File: config.mk
export PLATFORM = sky130hd
export DESIGN_NAME = trigger_qualifier
export DESIGN_NICKNAME = d
export VERILOG_FILES = /design/src/rtl/glitch_pkg.sv /design/src/rtl/trig_filter.sv /design/src/rtl/trigger_qualifier.sv
export SDC_FILE = /design/constraint.sdc
export NUM_CORES = 1
export LEC_CHECK = 0
export CAP_MARGIN = 5
export CORE_MARGIN = 2
export CORE_UTILIZATION = 40
export CTS_CLUSTER_DIAMETER = 150
export CTS_CLUSTER_SIZE = 12
export DETAILED_ROUTE_END_ITERATION = 7
export GPL_ROUTABILITY_DRIVEN = 0
export GPL_TIMING_DRIVEN = 0
export PLACE_DENSITY = 0.62
export SLEW_MARGIN = 0
export SYNTH_ARGS = -nofsm -noshare
export SYNTH_HDL_FRONTEND = slang
export SYNTH_SLANG_ARGS = --single-unit
File: constraint.sdc
create_clock -name clk -period 6.1 [get_ports clk]
set_input_delay 1.22 -clock clk [delete_from_list [all_inputs] [get_ports clk]]
set_output_delay 1.22 -clock clk [all_outputs]
set_load 0.005 [all_outputs]
File: src/rtl/glitch_pkg.sv
// Shared encodings for the glitch path: FSM state codes and counter widths.
// Used by trigger_qualifier and reusable by the glitch generator FSM.
package glitch_pkg;

    localparam int FILTER_W  = 16;
    localparam int EDGE_W    = 8;
    localparam int TIMEOUT_W = 32;

    typedef enum logic [1:0] {
        ST_IDLE    = 2'd0,
        ST_ARMED   = 2'd1,
        ST_FIRE    = 2'd2,
        ST_RELEASE = 2'd3
    } qual_state_t;

    // Saturating increment for the qualifying-edge counter.
    function automatic logic [EDGE_W-1:0] edge_inc(
        input logic [EDGE_W-1:0] v
    );
        return (&v) ? v : v + 1'b1;
    endfunction

endpackage

File: src/rtl/trig_filter.sv
// Synchronizer, persistence filter and edge-pulse generator for raw_in.
// Ports: clk, rst (sync, high), raw_in (async), edge_pulse (1-cycle, registered).
module trig_filter
    import glitch_pkg::*;
#(
    parameter int                  SYNC_STAGES  = 2,
    parameter logic [FILTER_W-1:0] FILTER_COUNT = 16'd8,
    parameter logic                EDGE_POL     = 1'b1
) (
    input  logic clk,
    input  logic rst,
    input  logic raw_in,
    output logic edge_pulse
);

    logic [SYNC_STAGES-1:0] sync_q;
    logic [FILTER_W-1:0]    cnt_q;
    logic                   filt_q;
    logic                   filt_d;
    logic                   sync_lvl;

    assign sync_lvl = sync_q[SYNC_STAGES-1];

    // Plain shift chain; nothing may sit between the flops.
    always_ff @(posedge clk) begin
        if (rst) begin
            sync_q <= '0;
        end else begin
            sync_q <= {sync_q[SYNC_STAGES-2:0], raw_in};
        end
    end

    // A new level is accepted on the cycle after the counter has
    // reached FILTER_COUNT, so it must persist FILTER_COUNT+1 samples
    // at the filter input; any agreeing sample restarts the count.
    always_ff @(posedge clk) begin
        if (rst) begin
            filt_q <= 1'b0;
            cnt_q  <= '0;
        end else if (FILTER_COUNT == '0) begin
            filt_q <= sync_lvl;
            cnt_q  <= '0;
        end else if (sync_lvl == filt_q) begin
            cnt_q  <= '0;
        end else if (cnt_q >= FILTER_COUNT) begin
            filt_q <= sync_lvl;
            cnt_q  <= '0;
        end else if (cnt_q != '1) begin
            cnt_q  <= cnt_q + 1'b1;
        end
    end

    always_ff @(posedge clk) begin
        if (rst) begin
            filt_d     <= 1'b0;
            edge_pulse <= 1'b0;
        end else begin
            filt_d     <= filt_q;
            edge_pulse <= EDGE_POL ? (filt_q & ~filt_d)
                                   : (~filt_q & filt_d);
        end
    end

endmodule

File: src/rtl/trigger_qualifier.sv
// Qualifies target events into a level trigger held until the glitch
// generator reports done. Optional FIRE timeout: TRIGGER_QUALIFIER_TIMEOUT_EN.
// Ports: clk, rst (sync, high), arm, abort, raw_in, done_in ->
//        trigger, armed, edge_cnt[7:0], timed_out (sticky; 0 without macro).
module trigger_qualifier
    import glitch_pkg::*;
#(
    parameter int                   SYNC_STAGES  = 2,
    parameter logic [FILTER_W-1:0]  FILTER_COUNT = 16'd8,
    parameter logic [EDGE_W-1:0]    EDGE_COUNT   = 8'd1,
    parameter logic                 EDGE_POL     = 1'b1,
    parameter logic [TIMEOUT_W-1:0] HOLD_TIMEOUT = 32'd2_000_000
) (
    input  logic             clk,
    input  logic             rst,
    input  logic             arm,
    input  logic             abort,
    input  logic             raw_in,
    input  logic             done_in,
    output logic             trigger,
    output logic             armed,
    output logic [EDGE_W-1:0] edge_cnt,
    output logic             timed_out
);

    localparam logic [EDGE_W-1:0] EDGE_TARGET =
        (EDGE_COUNT == '0) ? 8'd1 : EDGE_COUNT;

    qual_state_t      state;
    logic             edge_pulse;
    logic [EDGE_W-1:0] edge_cnt_inc;

    assign edge_cnt_inc = edge_inc(edge_cnt);

    trig_filter #(
        .SYNC_STAGES  (SYNC_STAGES),
        .FILTER_COUNT (FILTER_COUNT),
        .EDGE_POL     (EDGE_POL)
    ) u_filter (
        .clk        (clk),
        .rst        (rst),
        .raw_in     (raw_in),
        .edge_pulse (edge_pulse)
    );

`ifdef TRIGGER_QUALIFIER_TIMEOUT_EN
    logic [TIMEOUT_W-1:0] to_cnt;
    logic                 to_hit;
    logic                 timed_out_q;

    // Expires on the HOLD_TIMEOUT-th FIRE cycle without done_in.
    assign to_hit    = ({1'b0, to_cnt} + 33'd1) >= {1'b0, HOLD_TIMEOUT};
    assign timed_out = timed_out_q;
`else
    assign timed_out = 1'b0;
`endif

    always_ff @(posedge clk) begin
        if (rst) begin
            state    <= ST_IDLE;
            trigger  <= 1'b0;
            armed    <= 1'b0;
            edge_cnt <= '0;
`ifdef TRIGGER_QUALIFIER_TIMEOUT_EN
            to_cnt      <= '0;
            timed_out_q <= 1'b0;
`endif
        end else begin
            unique case (state)
                ST_IDLE: begin
                    trigger <= 1'b0;
                    if (arm && !abort) begin
                        state    <= ST_ARMED;
                        armed    <= 1'b1;
                        edge_cnt <= '0;
`ifdef TRIGGER_QUALIFIER_TIMEOUT_EN
                        timed_out_q <= 1'b0;
`endif
                    end
                end
                ST_ARMED: begin
                    // abort beats a coincident final edge
                    if (abort) begin
                        state <= ST_IDLE;
                        armed <= 1'b0;
                    end else if (edge_pulse) begin
                        edge_cnt <= edge_cnt_inc;
                        if (edge_cnt_inc >= EDGE_TARGET) begin
                            state   <= ST_FIRE;
                            armed   <= 1'b0;
                            trigger <= 1'b1;
`ifdef TRIGGER_QUALIFIER_TIMEOUT_EN
                            to_cnt  <= '0;
`endif
                        end
                    end
                end
                ST_FIRE: begin
                    if (done_in) begin
                        state   <= ST_RELEASE;
                        trigger <= 1'b0;
`ifdef TRIGGER_QUALIFIER_TIMEOUT_EN
                    end else if (to_hit) begin
                        state       <= ST_IDLE;
                        trigger     <= 1'b0;
                        timed_out_q <= 1'b1;
                    end else begin
                        to_cnt <= to_cnt + 1'b1;
`endif
                    end
                end
                ST_RELEASE: begin
                    trigger <= 1'b0;
                    if (!done_in) begin
                        state <= ST_IDLE;
                    end
                end
                default: begin
                    state   <= ST_IDLE;
                    trigger <= 1'b0;
                    armed   <= 1'b0;
                end
            endcase
        end
    end

endmodule

# Yosys cells after proc, flatten, opt, wreduce, memory -nomap -nowiden
# Cells that the tools add are included.
# totals
input_bits	6
out_inout_bits	11
wordCells	63
reg_bits	33
# op_classes
n_eq_ne	13
n_bitwise	3
muxes	22
n_reduce_logical	12
addsub	2
order_cmp	2
# op_table
cell	count
8-bit 2-to-1 mux	4
16-bit by 1-bit adder with 16-bit output (second input constant)	1
16-bit by 4-bit greater-or-equal comparator with 1-bit output (second input constant)	1
16-bit != test (second input constant)	1
8-bit case mux with 2 select lines	1
2-bit 2-to-1 mux	6
4-bit AND reduction	3
2-bit != test (second input constant)	5
8-bit by 1-bit adder with 8-bit output (second input constant)	1
8-bit by 1-bit greater-or-equal comparator with 1-bit output (second input constant)	1
1-bit 2-to-1 mux	8
2-bit case mux with 4 select lines	1
8-bit AND reduction	1
5-bit AND reduction	1
2-bit equality test (second input constant)	2
3-bit by 2-bit != test with 1-bit output (second input constant)	1
3-bit != test (second input constant)	1
1-bit case mux with 3 select lines	1
3-bit OR reduction	1
2-bit by 1-bit equality test with 1-bit output (second input constant)	1
2-bit zero test	1
2-bit by 1-bit != test with 1-bit output (second input constant)	1
1-bit NOT	2
1-bit case mux with 2 select lines	1
other kinds (7)	7

# Depth between registers and ports, before layout
# Gate-level depths: netlist of run 1.
# logic_depth
ltp_word	7
depth_mapped	8
ltp_nobuf	8

# Modules after synthesis
# From an unflattened synthesis of run 1, not the netlist that was laid out.
# hier_totals
hier_cells	156
hier_area_um2	1451.4
# modules_own_cells
module	cells_each	n_inst	area_per_inst_um2	seq_area_each_um2
trigger_qualifier	104	1	827.0	240.2
trig_filter	52	1	624.3	420.4

# Worst setup path before layout of run 1
# No wires, ideal clock.
# synth_path
path_kind	input -> register
startpoint	input abort
endpoint	register armed
stages	5
arrival_ps	2118
slack_ps	3879
setup_time_ps	103
path_buffers	1
t_required_ps	5997
path_cell_list	buf_2 or2_2 a21oi_1 a21oi_1 a2111oi_2
# synth_between
elab_chain_len	4
elab_cells_between_ends	8
cone_classes	eq/ne (3); mux (2); reduce/logical (3)
# synth_rtl
element	line	rtl
from (decl)	trigger_qualifier.sv:17	input logic abort,
1-bit zero test	trigger_qualifier.sv:72	if (arm && !abort) begin
1-bit logical AND	trigger_qualifier.sv:72	
2-bit != test (no source line)	-	
4-bit AND reduction (no source line)	-	
to (signal assigned)	trigger_qualifier.sv:74	armed <= 1'b1;
to (signal assigned)	trigger_qualifier.sv:85	armed <= 1'b0;
to (signal assigned)	trigger_qualifier.sv:90	armed <= 1'b0;
to (decl)	trigger_qualifier.sv:21	output logic armed,
# Parallel ways exist; a longest one is shown, timed or not.
# A chain may end at the register's enable or synchronous reset.

# Worst setup path after layout of run 1
# layout_path
startpoint	register edge_cnt[0]
endpoint	output edge_cnt[0]
# layout_lines
element	line	rtl
from (decl)	trigger_qualifier.sv:22	output logic [EDGE_W-1:0] edge_cnt,
from (signal assigned)	trigger_qualifier.sv:87	edge_cnt <= edge_cnt_inc;
# No word-level cell between the ends.

==> results of run 1 <==
==> state kept, by name (all words and copies together) (netlist names), named ones only <==
signal               flops
u_filter.filt_q          1
u_filter.cnt_q          16
armed                    1
u_filter.edge_pulse      1
edge_cnt                 8
trigger                  1
state                    1
u_filter.filt_d          1
u_filter.sync_q          2
==> kinds of logic (layout without fill, tap and decap cells) <==
| logic type | Yosys count | count (layout) | share of synthesized area (%) |
|---|---|---|---|
| other | 1 | 13 | 0.269 |
| AND/OR/NAND/NOR | 66 | 66 | 25.5 |
| adder cells (fa/ha/maj) | 4 | 4 | 3.59 |
| XOR/XNOR | 2 | 2 | 1.26 |
| buffers and inverters | 12 | 34 | 3.68 |
| AO/OA/AOI/OAI | 38 | 38 | 17.5 |
| flip-flops | 33 | 33 | 47.4 |
| multiplexers | 1 | 1 | 0.719 |
==> area by class of cell <==
type                            instances  area (um^2)  share of cell area [%]
Buffer                                  5         25.0                    1.45
Clock buffer                            7         55.1                    3.20
Clock inverter                          1         30.0                    1.75
Inverter                                7         26.3                    1.53
Multi-Input combinational cell        124          726                    42.2
Sequential cell                        33          661                    38.4
Tap cell                               46         57.6                    3.35
Timing Repair Buffer                   14          140                    8.15
==> layout by cell type, fill, tap and decap left out, types with 2 or more instances in the layout <==
master and n:
ha_1 4, conb_1 13, clkbuf_4 5, buf_2 2, inv_1 7, and3_1 4
nor2_1 19, clkbuf_1 3, a211o_1 2, nor2b_1 7, nor3_1 5, a21oi_1 16
clkdlybuf4s50_1 14, dfxtp_1 33, o21ai_0 6, nand3_1 5, nand4_1 4, xnor2_1 2
a31oi_1 4, nand2_1 9, a211oi_1 2, nor4_1 4
==> layer usage <==
layer / GRT usage (%) / routed length, um
met2: 27.9 / 1340
met3: 5.59 / 124
met5: 0 / 0
met4: 9.17 / 43
met1: 18.9 / 1270
==> cell usage after synthesis <==
cell and n:
dfxtp_1 33, nor2_1 19, a21oi_1 16, nand2_1 9, inv_1 7, nor2b_1 7
o21ai_0 6, nand3_1 5, nor3_1 5, a31oi_1 4, and3_1 4, ha_1 4
nand4_1 4, nor4_1 4, a211o_1 2, a211oi_1 2, buf_2 2, clkbuf_1 2
xnor2_1 2, a2111o_1 1, a2111oi_2 1, a21o_1 1, a221oi_1 1, a22oi_1 1
a2bb2oi_1 1, a32oi_1 1, a41oi_1 1, and2_1 1, and4_4 1, buf_4 1
conb_1 1, mux2i_1 1, nand2b_1 1, nand4_2 1, nor2b_4 1, or2_0 1
or2_2 1, or3_4 1, or4_1 1
==> power by group through the flow <==
stage          sequential (mW)  clock (mW)  combinational, mW
2_1_floorplan            0.229           0             0.0107
3_3_place_gp             0.229           0             0.0171
3_5_place_dp             0.230           0             0.0175
4_1_cts                  0.225       0.172             0.0176
5_1_grt                  0.226       0.184             0.0205
6_report                 0.225       0.168             0.0178
==> stage by stage <==
step	setup WS, ps	power, mW
6_report	3510	0.411
5_1_grt	3420	0.430
4_1_cts	3490	0.414
3_5_place_dp	3380	0.247
3_3_place_gp	3410	0.246
2_1_floorplan	3880	0.240
==> worst paths after layout <==
path	end	slack, ps	cells past startpoint
worst min register to register	u_filter.edge_pulse	390	1
worst min-delay path	u_filter.edge_pulse	390	1
worst max-delay path	edge_cnt[0]	3510	1
worst max register to register	armed	3810	8
==> summary.txt, run 1 <==
Status
  • Status: finished clean

Drt
  • Routed length per instance: 11.7 um
  • Drt drc: 0
  • Via count: 1191
  • Post-DRT Antenna Nets: 0
  • Drt pass-1 iters: 4
  • Drt total wl: 2780 um
  • Iteration-0 DRC count of the detailed router: 93
  • Via density: 5.03

Critical path
  • Critical Path AT: 1370 ps
  • Critical path launch point: edge_cnt[0]
  • Crit Path Max Fanout: 9
  • Startpoint Class: register
  • CP Cell Sequence: clkdlybuf4s50_1
  • Critical path's slowest cell: clkdlybuf4s50_1
  • Top Family by Delay on Critical Path: buffers and inverters
  • CP Data Required Time: 4880 ps
  • CP bufs+invs: 1
  • Max incr delay on CP: 560 ps
  • Setup crit end kind: primary output
  • R2R Path Start: edge_cnt[0]
  • Setup CP Type: reg2out

Timing
  • Fin. Hold Viols: 0
  • Fmax: 386 MHz
  • Final Cycle Share: 42.5%
  • Worst slew margin: 56.0%
  • Min cycle time layout: 2590 ps
  • Setup_tns: 0 ps
  • Worst hold margin: 390 ps
  • Worst-Margin Slew: 657 ps
  • Endpoints failing setup: 0
  • Skew final: 11.0 ps
  • Fin. max-slew vios: 0
  • Unrepaired setup endpoints after global routing: false

Placement
  • Port Buf Inserts: 14
  • Post-placement cell area: 0.00164 mm^2
  • HPWL after DPL: 2110 um
  • Placed insts: 229

Clock network
  • Number of buffers created by CTS: 5
  • Post-cts resize count: 0
  • Clk_lat worst skew: 320 ps
  • H-tree Lvls: 2
  • Clk buf depth: 2
  • Clk slew on worst S/H paths: 90 ps
  • Clock Sinks: 33
  • CTS tree: built
  • Post-CTS Setup Inserts: 0
  • Clock root cell: clkbuf_4
  • Hold-fix buffers at CTS: 0

Global routing
  • First-pass GRT wire length: 5290 um
  • Tot GR Track Use: 16.8%
  • Number of global-route vias before repair: 1253
  • Largest net degree at the start of global routing: 11
  • GRT overflow: 0
  • Initial antenna violation count: 0

Power
  • Clock share of power: 41.0%
  • Net Switching: 82.8 uW
  • Pint: 328 uW
  • Leak: 0.673 nW
  • Switching portion of total power: 20.2%
  • Gate power share: 4.3%
  • Cell Pwr Density: 239 mW/mm^2
  • Seq pwr share: 54.7%
  • Max VDD drop: 0.159 mV

Synthesis
  • Seq/Total Area, Yosys: 47.4%
  • Synth Instances: 157
  • Synth Warn #: 0
  • Synthesized area: 0.00139 mm^2
  • Cell accounting for the most synthesized area: dfxtp_1
  • Number of distinct library cells after synthesis: 39
  • Avg Inst Size Synth: 8.87 um^2
  • Yosys top cell area share: 47.4%
  • Area contributors post-synth: dfxtp_1, a21oi_1, nor2_1
  • Synth Register Bits: 33

Cells and area
  • Fillers: 353
  • Non-filler cells, final: 237
  • Layout net count: 200
  • Ant diodes: 0
  • Final instance area: 0.00172 mm^2
  • Final core occ: 51.6%
  • P&R area growth vs syn: 23.5%
  • Fraction of layout cells with a size suffix above 1: 8.38%

Floorplan
  • Die Span Y: 63.0 um
  • Site Rows: 21
  • Die ar.: 0.00397 mm^2
  • Io pins: 17
  • CORE AREA: 0.00334 mm^2
  • Die width: 63.0 um
  • Initial Utilization: 41.7%

Worst hold path
  • Hold_sp: u_filter.filt_d
  • Min-delay worst type: reg2reg

Job
  • Maxcap violations: 0
(Power assumes the default switching activity.)
==> run 2, diff against run 1 <==
Settings changed: PLACE_DENSITY 0.62 to 0.64.
Clock period 6.1 ns to 2.2 ns, I/O delays scaled along.
==> summary.txt, run 2 (synthesized netlist as in run 1, its figures left out) <==
Clock network
  • CTS tree: built
  • Clk slew on worst S/H paths: 110 ps (+20 ps)
  • Clk buf depth: 2 (unchanged)
  • Clock Sinks: 33 (unchanged)
  • Clk_lat worst skew: 320 ps (about the same)
  • Number of buffers created by CTS: 5 (unchanged)
  • Clock root cell: clkbuf_4
  • Hold-fix buffers at CTS: 0 (unchanged)
  • H-tree Lvls: 2 (unchanged)

Cells and area
  • Final core occ: 52.5% (+0.97 points)
  • P&R area growth vs syn: 25.9%
  • Ant diodes: 0 (unchanged)
  • Final instance area: 0.00175 mm^2 (+1.9%)
  • Most common cell after layout, fill and taps aside: dfxtp_1
  • Layout net count: 201 (+0.50%)
  • Commonest non-fill, non-tap cells in the layout: dfxtp_1, nor2_1, a21oi_1
  • Top reg by flops: u_filter.cnt_q
  • Top flop regs: u_filter.cnt_q: 16 flops, edge_cnt: 8 flops, u_filter.sync_q: 2 flops
  • Max reg flops: 16 (unchanged)
  • Fraction of layout cells with a size suffix above 1: 13.5% (+5.2 points)
  • Fillers: 321 (-9.1%)

Floorplan
  • CORE AREA: 0.00334 mm^2 (unchanged)
  • Site Rows: 21 (unchanged)
  • Initial Utilization: 41.7% (unchanged)
  • Die Span Y: 63.0 um (unchanged)
  • Die ar.: 0.00397 mm^2 (unchanged)
  • Die width: 63.0 um (unchanged)
  • Io pins: 17 (unchanged)

Job
  • Maxcap violations: 0 (unchanged)

Critical path
  • Critical path's slowest cell: dfxtp_4
  • Critical Path AT: 2340 ps (+970 ps)
  • CP Data Required Time: 2430 ps (-2450 ps)
  • Max incr delay on CP: 400 ps (-160 ps)
  • Setup crit end kind: register
  • CP Cell Sequence: and4_4 -> nand4_2 -> a2111o_1 -> or3_4 -> nor2b_4 -> a2111oi_2
  • Startpoint Class: register
  • Crit Path Max Fanout: 9 (unchanged)
  • Setup CP Type: reg2reg

Timing
  • Final Cycle Share: 95.8%
  • Skew final: 12.4 ps (+1.32 ps)
  • Fin. max-slew vios: 0 (unchanged)
  • Fin. Hold Viols: 0 (unchanged)
  • Unrepaired setup endpoints after global routing: false
  • Worst slew margin: 59.5% (+3.4 points)
  • Final setup margin: 92.8 ps (-3420 ps)
  • Min cycle time layout: 2110 ps
  • Endpoints failing setup: 0 (unchanged)
  • Fmax: 475 MHz
  • Worst-Margin Slew: 606 ps (-51.3 ps)

Drt
  • Via density: 5.09 (+1.3%)
  • Post-DRT Antenna Nets: 0 (unchanged)
  • Drt drc: 0 (unchanged)
  • Routed length per instance: 11.7 um (-0.53%)
  • Iteration-0 DRC count of the detailed router: 113 (+22%)
  • Drt total wl: 2780 um (-0.11%)
  • Drt pass-1 iters: 4 (unchanged)
  • Via count: 1211 (+1.7%)

Power
  • Gate power share: 4.3% (about the same)
  • Clock share of power: 40.9% (about the same)
  • Pint: 904 uW (+180%)
  • Switching portion of total power: 20.0% (-0.16 points)
  • Net Switching: 226 uW (+170%)
  • Leak: 0.678 nW (+0.72%)
  • Max VDD drop: 0.320 mV (+100%)
  • Seq pwr share: 54.7% (about the same)
  • Cell Pwr Density: 645 mW/mm^2 (+170%)

Status
  • Status: finished clean

Global routing
  • Tot GR Track Use: 15.0% (-1.8 points)
  • GRT overflow: 0 (unchanged)
  • Number of global-route vias before repair: 1108 (-12%)
  • Initial antenna violation count: 0 (unchanged)
  • First-pass GRT wire length: 4680 um (-11%)
  • Largest net degree at the start of global routing: 11 (unchanged)

Placement
  • DP Worst Slack: -87.2 ps (-3470 ps)
  • HPWL after DPL: 1960 um (-6.7%)
  • Port Buf Inserts: 14 (unchanged)
  • Post-placement cell area: 0.00164 mm^2 (unchanged)

Worst hold path
  • Min-delay worst type: reg2reg
-- run 2: metal layers --
metal  up-vias  wire [um]  track usage, %  share of wire [%]
li1        621          -               -                  -
met2        25       1350            23.8                 49
met5         -          0               0                  0
met3         4        138            4.14                5.0
met1       561       1260            18.6                 45
met4         0         33            7.78                1.2
-- run 2: final timing paths --
kind / from / end / slack [ps] / cells after the start
setup reg to reg: edge_cnt[2] / armed / 90 / 6
setup / recovery: edge_cnt[2] / armed / 90 / 6
hold reg to reg: u_filter.filt_d / u_filter.edge_pulse / 390 / 1
hold / removal: u_filter.filt_d / u_filter.edge_pulse / 390 / 1
-- run 2: timing repair --
| item | 4_1_cts | 5_1_grt |
|---|---|---|
| resized for setup | 5 | 8 |
| setup endpoints to repair | 1 | 1 |
| cloned | 0 | 0 |
| hold endpoints to repair | 0 | 0 |
| setup buffers | 0 | 1 |
-- run 2: area by class of cell --
class	count	area [um^2]	area share (%)
Clock inverter	1	30.0	1.71
Timing Repair Buffer	15	145	8.28
Inverter	7	26.3	1.50
Buffer	5	25.0	1.43
Multi-Input combinational cell	124	737	42.0
Sequential cell	33	677	38.6
Clock buffer	7	55.1	3.14
Tap cell	46	57.6	3.28
-- run 2: power by group through the flow --
stage,Clock (mW),Sequential (mW),Combinational [mW]
after detailed placement,0,0.637,0.0477
final,0.463,0.618,0.0491
after global placement,0,0.636,0.0475
after CTS,0.480,0.624,0.0483
after global routing,0.513,0.621,0.0551
after floorplan,0,0.634,0.0297
-- run 2: critical path: cells and delay by family, from the launching register on --
family           cells  cell delay [ps]
flip-flops           1              400
AO/OA/AOI/OAI        2              700
AND/OR/NAND/NOR      4              920
-- run 2: stage by stage --
| step | setup TNS (ps) | instances | power [mW] | hold slack (ps) |
|---|---|---|---|---|
| 6_report | 0 | 238 | 1.13 | 393 |
| 5_1_grt | 0 | 238 | 1.19 | 392 |
| 4_1_cts | 0 | 237 | 1.15 | 381 |
| 3_5_place_dp | -87.2 | 229 | 0.685 | 391 |
| 3_3_place_gp | -47.4 | 229 | 0.684 | 379 |
| 2_1_floorplan | 0 | 169 | 0.664 | 367 |
